--- src/rtl/rv32i_inst_encoder.sv ---
// rv32i_inst_encoder: streaming RV32I encoder, mnemonic+fields -> word+addr.
// Ports: clk, rst_n, clr, in_* (valid/ready bundle), out_* (word, addr,
// illegal flag, valid/ready). Option: INST_ENC_RANGE_CHECK_EN.
module rv32i_inst_encoder #(
  parameter logic [31:0] BASE_ADDR = 32'h0000_0000
) (
  input  logic        clk,
  input  logic        rst_n,
  input  logic        clr,
  input  logic        in_valid,
  output logic        in_ready,
  input  logic [5:0]  in_mnem,
  input  logic [4:0]  in_rd,
  input  logic [4:0]  in_rs1,
  input  logic [4:0]  in_rs2,
  input  logic [31:0] in_imm,
  output logic        out_valid,
  input  logic        out_ready,
  output logic [31:0] out_inst,
  output logic [31:0] out_addr,
  output logic        out_illegal
);

  typedef enum logic [2:0] {
    F_I, F_SH, F_S, F_R, F_U, F_B, F_J, F_X
  } fmt_e;

  typedef struct packed {
    fmt_e       fmt;
    logic [6:0] op;
    logic [2:0] f3;
    logic [6:0] f7;
  } ctl_t;

  logic        s1_valid_q, s1_valid_d;
  logic [5:0]  s1_mnem_q, s1_mnem_d;
  logic [4:0]  s1_rd_q, s1_rd_d;
  logic [4:0]  s1_rs1_q, s1_rs1_d;
  logic [4:0]  s1_rs2_q, s1_rs2_d;
  logic [31:0] s1_imm_q, s1_imm_d;
  logic        s2_valid_q, s2_valid_d;
  logic [31:0] s2_inst_q, s2_inst_d;
  logic        s2_ill_q, s2_ill_d;
  logic [31:0] addr_q, addr_d;

  ctl_t        ctl;
  logic [31:0] enc_inst;
  logic        enc_ill;
  logic        rng_bad;
  logic        s1_move;

  always_comb begin
    ctl = '{F_X, 7'h13, 3'd0, 7'h00};
    unique case (s1_mnem_q)
      6'd0:  ctl = '{F_I,  7'h03, 3'd0, 7'h00};
      6'd1:  ctl = '{F_I,  7'h03, 3'd1, 7'h00};
      6'd2:  ctl = '{F_I,  7'h03, 3'd2, 7'h00};
      6'd3:  ctl = '{F_I,  7'h03, 3'd4, 7'h00};
      6'd4:  ctl = '{F_I,  7'h03, 3'd5, 7'h00};
      6'd5:  ctl = '{F_I,  7'h13, 3'd0, 7'h00};
      6'd6:  ctl = '{F_SH, 7'h13, 3'd1, 7'h00};
      6'd7:  ctl = '{F_I,  7'h13, 3'd2, 7'h00};
      6'd8:  ctl = '{F_I,  7'h13, 3'd3, 7'h00};
      6'd9:  ctl = '{F_I,  7'h13, 3'd4, 7'h00};
      6'd10: ctl = '{F_SH, 7'h13, 3'd5, 7'h00};
      6'd11: ctl = '{F_SH, 7'h13, 3'd5, 7'h20};
      6'd12: ctl = '{F_I,  7'h13, 3'd6, 7'h00};
      6'd13: ctl = '{F_I,  7'h13, 3'd7, 7'h00};
      6'd14: ctl = '{F_U,  7'h17, 3'd0, 7'h00};
      6'd15: ctl = '{F_S,  7'h23, 3'd0, 7'h00};
      6'd16: ctl = '{F_S,  7'h23, 3'd1, 7'h00};
      6'd17: ctl = '{F_S,  7'h23, 3'd2, 7'h00};
      6'd18: ctl = '{F_R,  7'h33, 3'd0, 7'h00};
      6'd19: ctl = '{F_R,  7'h33, 3'd0, 7'h20};
      6'd20: ctl = '{F_R,  7'h33, 3'd1, 7'h00};
      6'd21: ctl = '{F_R,  7'h33, 3'd2, 7'h00};
      6'd22: ctl = '{F_R,  7'h33, 3'd3, 7'h00};
      6'd23: ctl = '{F_R,  7'h33, 3'd4, 7'h00};
      6'd24: ctl = '{F_R,  7'h33, 3'd5, 7'h00};
      6'd25: ctl = '{F_R,  7'h33, 3'd5, 7'h20};
      6'd26: ctl = '{F_R,  7'h33, 3'd6, 7'h00};
      6'd27: ctl = '{F_R,  7'h33, 3'd7, 7'h00};
      6'd28: ctl = '{F_U,  7'h37, 3'd0, 7'h00};
      6'd29: ctl = '{F_B,  7'h63, 3'd0, 7'h00};
      6'd30: ctl = '{F_B,  7'h63, 3'd1, 7'h00};
      6'd31: ctl = '{F_B,  7'h63, 3'd4, 7'h00};
      6'd32: ctl = '{F_B,  7'h63, 3'd5, 7'h00};
      6'd33: ctl = '{F_B,  7'h63, 3'd6, 7'h00};
      6'd34: ctl = '{F_B,  7'h63, 3'd7, 7'h00};
      6'd35: ctl = '{F_I,  7'h67, 3'd0, 7'h00};
      6'd36: ctl = '{F_J,  7'h6f, 3'd0, 7'h00};
      default: ;
    endcase
  end

`ifdef INST_ENC_RANGE_CHECK_EN
  logic i_ok, b_ok, j_ok;
  assign i_ok = (&s1_imm_q[31:11]) | ~(|s1_imm_q[31:11]);
  assign b_ok = ((&s1_imm_q[31:12]) | ~(|s1_imm_q[31:12]))
              & ~s1_imm_q[0];
  assign j_ok = ((&s1_imm_q[31:20]) | ~(|s1_imm_q[31:20]))
              & ~s1_imm_q[0];
  always_comb begin
    rng_bad = 1'b0;
    unique case (ctl.fmt)
      F_I, F_S: rng_bad = ~i_ok;
      F_SH:     rng_bad = |s1_imm_q[31:5];
      F_U:      rng_bad = |s1_imm_q[31:20];
      F_B:      rng_bad = ~b_ok;
      F_J:      rng_bad = ~j_ok;
      default:  rng_bad = 1'b0;
    endcase
  end
`else
  logic unused_imm;
  assign unused_imm = ^s1_imm_q[31:21];
  assign rng_bad = 1'b0;
`endif

  always_comb begin
    enc_inst = 32'h0000_0013;
    enc_ill  = rng_bad;
    unique case (ctl.fmt)
      F_I: enc_inst = {s1_imm_q[11:0], s1_rs1_q, ctl.f3,
                       s1_rd_q, ctl.op};
      F_SH: enc_inst = {ctl.f7, s1_imm_q[4:0], s1_rs1_q,
                        ctl.f3, s1_rd_q, ctl.op};
      F_S: enc_inst = {s1_imm_q[11:5], s1_rs2_q, s1_rs1_q,
                       ctl.f3, s1_imm_q[4:0], ctl.op};
      F_R: enc_inst = {ctl.f7, s1_rs2_q, s1_rs1_q, ctl.f3,
                       s1_rd_q, ctl.op};
      F_U: enc_inst = {s1_imm_q[19:0], s1_rd_q, ctl.op};
      F_B: enc_inst = {s1_imm_q[12], s1_imm_q[10:5],
                       s1_rs2_q, s1_rs1_q, ctl.f3,
                       s1_imm_q[4:1], s1_imm_q[11], ctl.op};
      F_J: enc_inst = {s1_imm_q[20], s1_imm_q[10:1],
                       s1_imm_q[11], s1_imm_q[19:12],
                       s1_rd_q, ctl.op};
      default: enc_ill = 1'b1;
    endcase
  end

  assign s1_move     = ~s2_valid_q | out_ready;
  assign in_ready    = ~s1_valid_q | s1_move;
  assign out_valid   = s2_valid_q;
  assign out_inst    = s2_inst_q;
  assign out_illegal = s2_ill_q;
  assign out_addr    = addr_q;

  always_comb begin
    s1_valid_d = s1_valid_q;
    s1_mnem_d  = s1_mnem_q;
    s1_rd_d    = s1_rd_q;
    s1_rs1_d   = s1_rs1_q;
    s1_rs2_d   = s1_rs2_q;
    s1_imm_d   = s1_imm_q;
    s2_valid_d = s2_valid_q;
    s2_inst_d  = s2_inst_q;
    s2_ill_d   = s2_ill_q;
    addr_d     = addr_q;
    if (clr) begin
      s1_valid_d = 1'b0;
      s2_valid_d = 1'b0;
      addr_d     = BASE_ADDR;
    end else begin
      if (s2_valid_q & out_ready) addr_d = addr_q + 32'd4;
      if (s1_move) begin
        s2_valid_d = s1_valid_q;
        if (s1_valid_q) begin
          s2_inst_d = enc_inst;
          s2_ill_d  = enc_ill;
        end
      end
      // s1 is always empty or draining when in_ready is high
      if (in_ready) begin
        s1_valid_d = in_valid;
        if (in_valid) begin
          s1_mnem_d = in_mnem;
          s1_rd_d   = in_rd;
          s1_rs1_d  = in_rs1;
          s1_rs2_d  = in_rs2;
          s1_imm_d  = in_imm;
        end
      end
    end
  end

  always_ff @(posedge clk or negedge rst_n) begin
    if (!rst_n) begin
      s1_valid_q <= 1'b0;
      s1_mnem_q  <= '0;
      s1_rd_q    <= '0;
      s1_rs1_q   <= '0;
      s1_rs2_q   <= '0;
      s1_imm_q   <= '0;
      s2_valid_q <= 1'b0;
      s2_inst_q  <= '0;
      s2_ill_q   <= 1'b0;
      addr_q     <= BASE_ADDR;
    end else begin
      s1_valid_q <= s1_valid_d;
      s1_mnem_q  <= s1_mnem_d;
      s1_rd_q    <= s1_rd_d;
      s1_rs1_q   <= s1_rs1_d;
      s1_rs2_q   <= s1_rs2_d;
      s1_imm_q   <= s1_imm_d;
      s2_valid_q <= s2_valid_d;
      s2_inst_q  <= s2_inst_d;
      s2_ill_q   <= s2_ill_d;
      addr_q     <= addr_d;
    end
  end

endmodule

--- config.mk ---
export PLATFORM = sky130hd
export DESIGN_NAME = rv32i_inst_encoder
export DESIGN_NICKNAME = d
export VERILOG_FILES = /design/src/rtl/rv32i_inst_encoder.sv
export SDC_FILE = /design/constraint.sdc
export NUM_CORES = 1
export LEC_CHECK = 0
export BUFFER_PORTS_ARGS = -buffer_cell sky130_fd_sc_hd__buf_2
export CORE_MARGIN = 8
export CORE_UTILIZATION = 30
export DETAILED_ROUTE_END_ITERATION = 12
export PLACE_DENSITY_LB_ADDON = 0.05
export SLEW_MARGIN = 20
export SYNTH_ARGS = -nofsm -noshare
export SYNTH_HDL_FRONTEND = slang
export SYNTH_SLANG_ARGS = --single-unit
--- constraint.sdc ---
create_clock -name clk -period 2.7 [get_ports clk]
set_clock_uncertainty 0.2 [all_clocks]
set_input_delay 0.675 -clock clk [delete_from_list [all_inputs] [get_ports clk]]
set_output_delay 0.675 -clock clk [all_outputs]
set_load 0.005 [all_outputs]
==> reports/qor.log <==
INFO  status         status=finished clean
INFO  worst_setup_path start_kind=flip-flop
INFO  worst_setup_path critical_path.top_delay_family=simple AND/OR/NAND/NOR gates
INFO  sta            hold_viol_final=0
INFO  worst_setup_path cp_max_fo=19
INFO  grt            grt_antenna_before_repair=0
INFO  worst_setup_path cp.arrival=2.60ns
INFO  worst_setup_path crit_path_top_delay_cell=sky130_fd_sc_hd__dfrtp_1
INFO  cts            cts_resized=0
INFO  die            starting_density_of_the_core=0.302
INFO  cts            ctsHtreeMaxLevel=3
INFO  drt            route.antenna.remaining_nets=0
INFO  grt            groute.usage.overall=0.146
INFO  cts            cts_inserted_buffers=9
INFO  synth          postSynthAreaPerCell=10.4squm
INFO  drt            drt_wl_total=15800um
INFO  placed_design  hpwl=11400um
INFO  power          max-vdd-ir-drop=0.318mV
INFO  layout         drive_above_1_share=0.334
INFO  synth          syn_inst=518
INFO  placed_design  placement.cell_area=6270squm
INFO  drt            drt-pass1-iter-count=5
INFO  layout         design.final.nets=685
INFO  synth          synth.lib_cells_used.distinct=65
INFO  die            core=17800squm
INFO  synth          synth-seq-area-share=0.494
INFO  grt            first_global_vias=4716
INFO  synth          yosys_warnings=0
INFO  die            floorplan.die_area=22500squm
INFO  synth          synth_edf_count=0
INFO  drt            dr_total_vias=4422
INFO  sta            report.final.setup_viol=0
INFO  layout         fin_area=6590squm
INFO  grt            largest_net_degree_at_the_start_of_global_routing=43
INFO  drt            average_routed_wire_per_standard_cell=18.4um
INFO  die            die_height=150um
INFO  sta            worstMarginPinSlew=0.723ns
INFO  grt            grt_pass1_wl=25600um
INFO  layout         final_cells=860
INFO  power          cellPowerDensity=662nW/um^2
INFO  drt            post_drt_via_cell_ratio=5.14
INFO  cts            cts-hold-fix-buffers=0
INFO  cts            clk_transition_reported_paths=0.07ns
INFO  synth          proportion_of_synthesized_flip_flops_having_asynchronous_set_or_reset=1.00
INFO  die            die_x=150um
INFO  placed_design  numPlacedInstances=844
INFO  sta            maximum_clock_rate=0.400GHz
INFO  worst_setup_path setup.reg_to_reg.worst_slack=0.20ns
INFO  placed_design  routability_congestion=0.842
INFO  cts            clock_sinks=106
INFO  grt            globalRouteOverflowTotal=0
INFO  die            io_pins=125
INFO  layout         syn2layout_area_growth=22.6%
INFO  sta            grt_setup_unrepaired=false
INFO  drt            detail_route.iter0.violations=224
INFO  placed_design  io_buffers=111
INFO  worst_setup_path cp_data_required_time=2.79ns
INFO  sta            period_share=0.927
INFO  cts            clock_latency=0.35ns
INFO  cts            post_cts_buffers=0
INFO  synth          synth_seq_cells=106
INFO  drt            drc=0
INFO  worst_setup_path crit_path_cell_trace=nor2_1, nor4_1, nand2b_1, o21a_1, a221o_1
INFO  sta            worst_slew_margin_rel=0.516
INFO  cts            ctsRootBufferMaster=sky130_fd_sc_hd__clkbuf_16
INFO  synth          synthFlopType=sky130_fd_sc_hd__dfrtp_1
INFO  flow_run       count_of_maximum_capacitance_violations=0
INFO  worst_setup_path path_class=flip-flop to flip-flop
INFO  worst_setup_path critPathBufInv=0
INFO  sta            fin_setup_tns=0ns
INFO  worst_setup_path slowest_delay=0.74ns
INFO  cts            cts_tree=built
INFO  die            num_rows=49
INFO  sta            timing_max_transition_violations_final=0
INFO  synth          synthesis.area=5370squm
INFO  worst_setup_path cp_endpoint_kind=flip-flop
INFO  sta            min_period=2.50ns
INFO  worst_hold_path min-delay-path-class=input pin to async pin
INFO  cts            clock_tree.buffer_depth=2
INFO  layout         antennaDiodeCount=0
INFO  power          static_leak=2.99nW
-- layout by cell type, fill, tap and decap left out, types with 7 or more instances in the layout --
master	count
sky130_fd_sc_hd__xnor2_1	7
sky130_fd_sc_hd__a21oi_1	28
sky130_fd_sc_hd__buf_2	110
sky130_fd_sc_hd__nor2_1	56
sky130_fd_sc_hd__a221o_1	7
sky130_fd_sc_hd__a221oi_1	10
sky130_fd_sc_hd__mux2_2	42
sky130_fd_sc_hd__o21ai_0	30
sky130_fd_sc_hd__a222oi_1	7
sky130_fd_sc_hd__nand4_1	12
sky130_fd_sc_hd__xor2_1	22
sky130_fd_sc_hd__buf_4	24
sky130_fd_sc_hd__nand2b_1	7
sky130_fd_sc_hd__nand3_1	18
sky130_fd_sc_hd__nand2_1	30
sky130_fd_sc_hd__clkbuf_16	9
sky130_fd_sc_hd__dfrtp_1	106
-- sequential cells by signal (all words and copies together) (netlist names) --
register	cells
out_addr	30
s1_rd_q	5
s1_imm_q	21
out_inst	31
s1_valid_q	1
s1_rs2_q	5
s1_rs1_q	5
out_illegal	1
out_valid	1
s1_mnem_q	6
-- through the flow --
stage                     utilization  total power [mW]  hold slack [ns]  setup slack, ns
after floorplan                     -              2.54            0.179            0.548
after global placement          0.353              2.99            0.260            0.221
after detailed placement        0.353              2.99            0.267            0.216
after CTS                       0.371              4.43            0.114            0.263
after global routing            0.371              4.63            0.125           0.0916
final                           0.371              4.36           0.0946            0.198
-- final timing paths --
kind | cells after the start | endpoint | from
setup reg to reg | 5 | out_inst[8]$_DFFE_PN0P_ | s1_mnem_q[0]$_DFFE_PN0P_
max in group asynchronous | 2 | out_inst[21]$_DFFE_PN0P_ | rst_n
setup / recovery | 5 | out_inst[8]$_DFFE_PN0P_ | s1_mnem_q[0]$_DFFE_PN0P_
hold / removal | 1 | out_addr[15]$_DFFE_PN0N_ | rst_n
hold reg to reg | 2 | out_inst[2]$_DFFE_PN0P_ | out_inst[2]$_DFFE_PN0P_
min in group clk | 2 | out_inst[2]$_DFFE_PN0P_ | out_inst[2]$_DFFE_PN0P_
-- power breakdown --
group	internal (mW)	total [mW]	switching (mW)
logic	0.449	0.931	0.482
registers	1.81	2.01	0.207
clock network	0.767	1.41	0.647
total	3.02	4.36	1.34
-- cell type report --
class	instances	area [sq um]
Inverter	6	22.5
Sequential cell	106	2650
Fill cell	1837	11200
Clock buffer	10	239
Multi-Input combinational cell	365	2500
Tap cell	229	287
Clock inverter	6	78.8
Timing Repair Buffer	138	811
-- layer usage --
layer,global-route usage,wire [um],vias to the layer above
met4,0.0625,278,0
met5,0,0,-
met3,0.0314,876,17
met1,0.184,7050,2166
met2,0.238,7640,130
li1,-,-,2109
-- cells by family after synthesis --
kind of cell	Yosys count	synth area share
AO/OA/AOI/OAI	118	0.150
XOR/XNOR	29	0.0473
adder cells (fa/ha/maj)	1	0.00233
buffers and inverters	48	0.0454
flip-flops	106	0.494
multiplexers	44	0.0917
other	1	0.000698
AND/OR/NAND/NOR	171	0.169
-- Yosys cell counts, drive strengths merged, types with 8 or more instances --
cell,count,area share
o21ai,32,0.030
dfrtp,106,0.49
a21oi,28,0.026
and2,8,0.0093
a221oi,10,0.016
buf,29,0.032
nand4,13,0.018
nor2,56,0.039
clkbuf,13,0.0091
nand3,18,0.017
xor2,22,0.036
mux2,42,0.088
nand2,30,0.021
No activity file was read; power rests on OpenSTA's default activity.
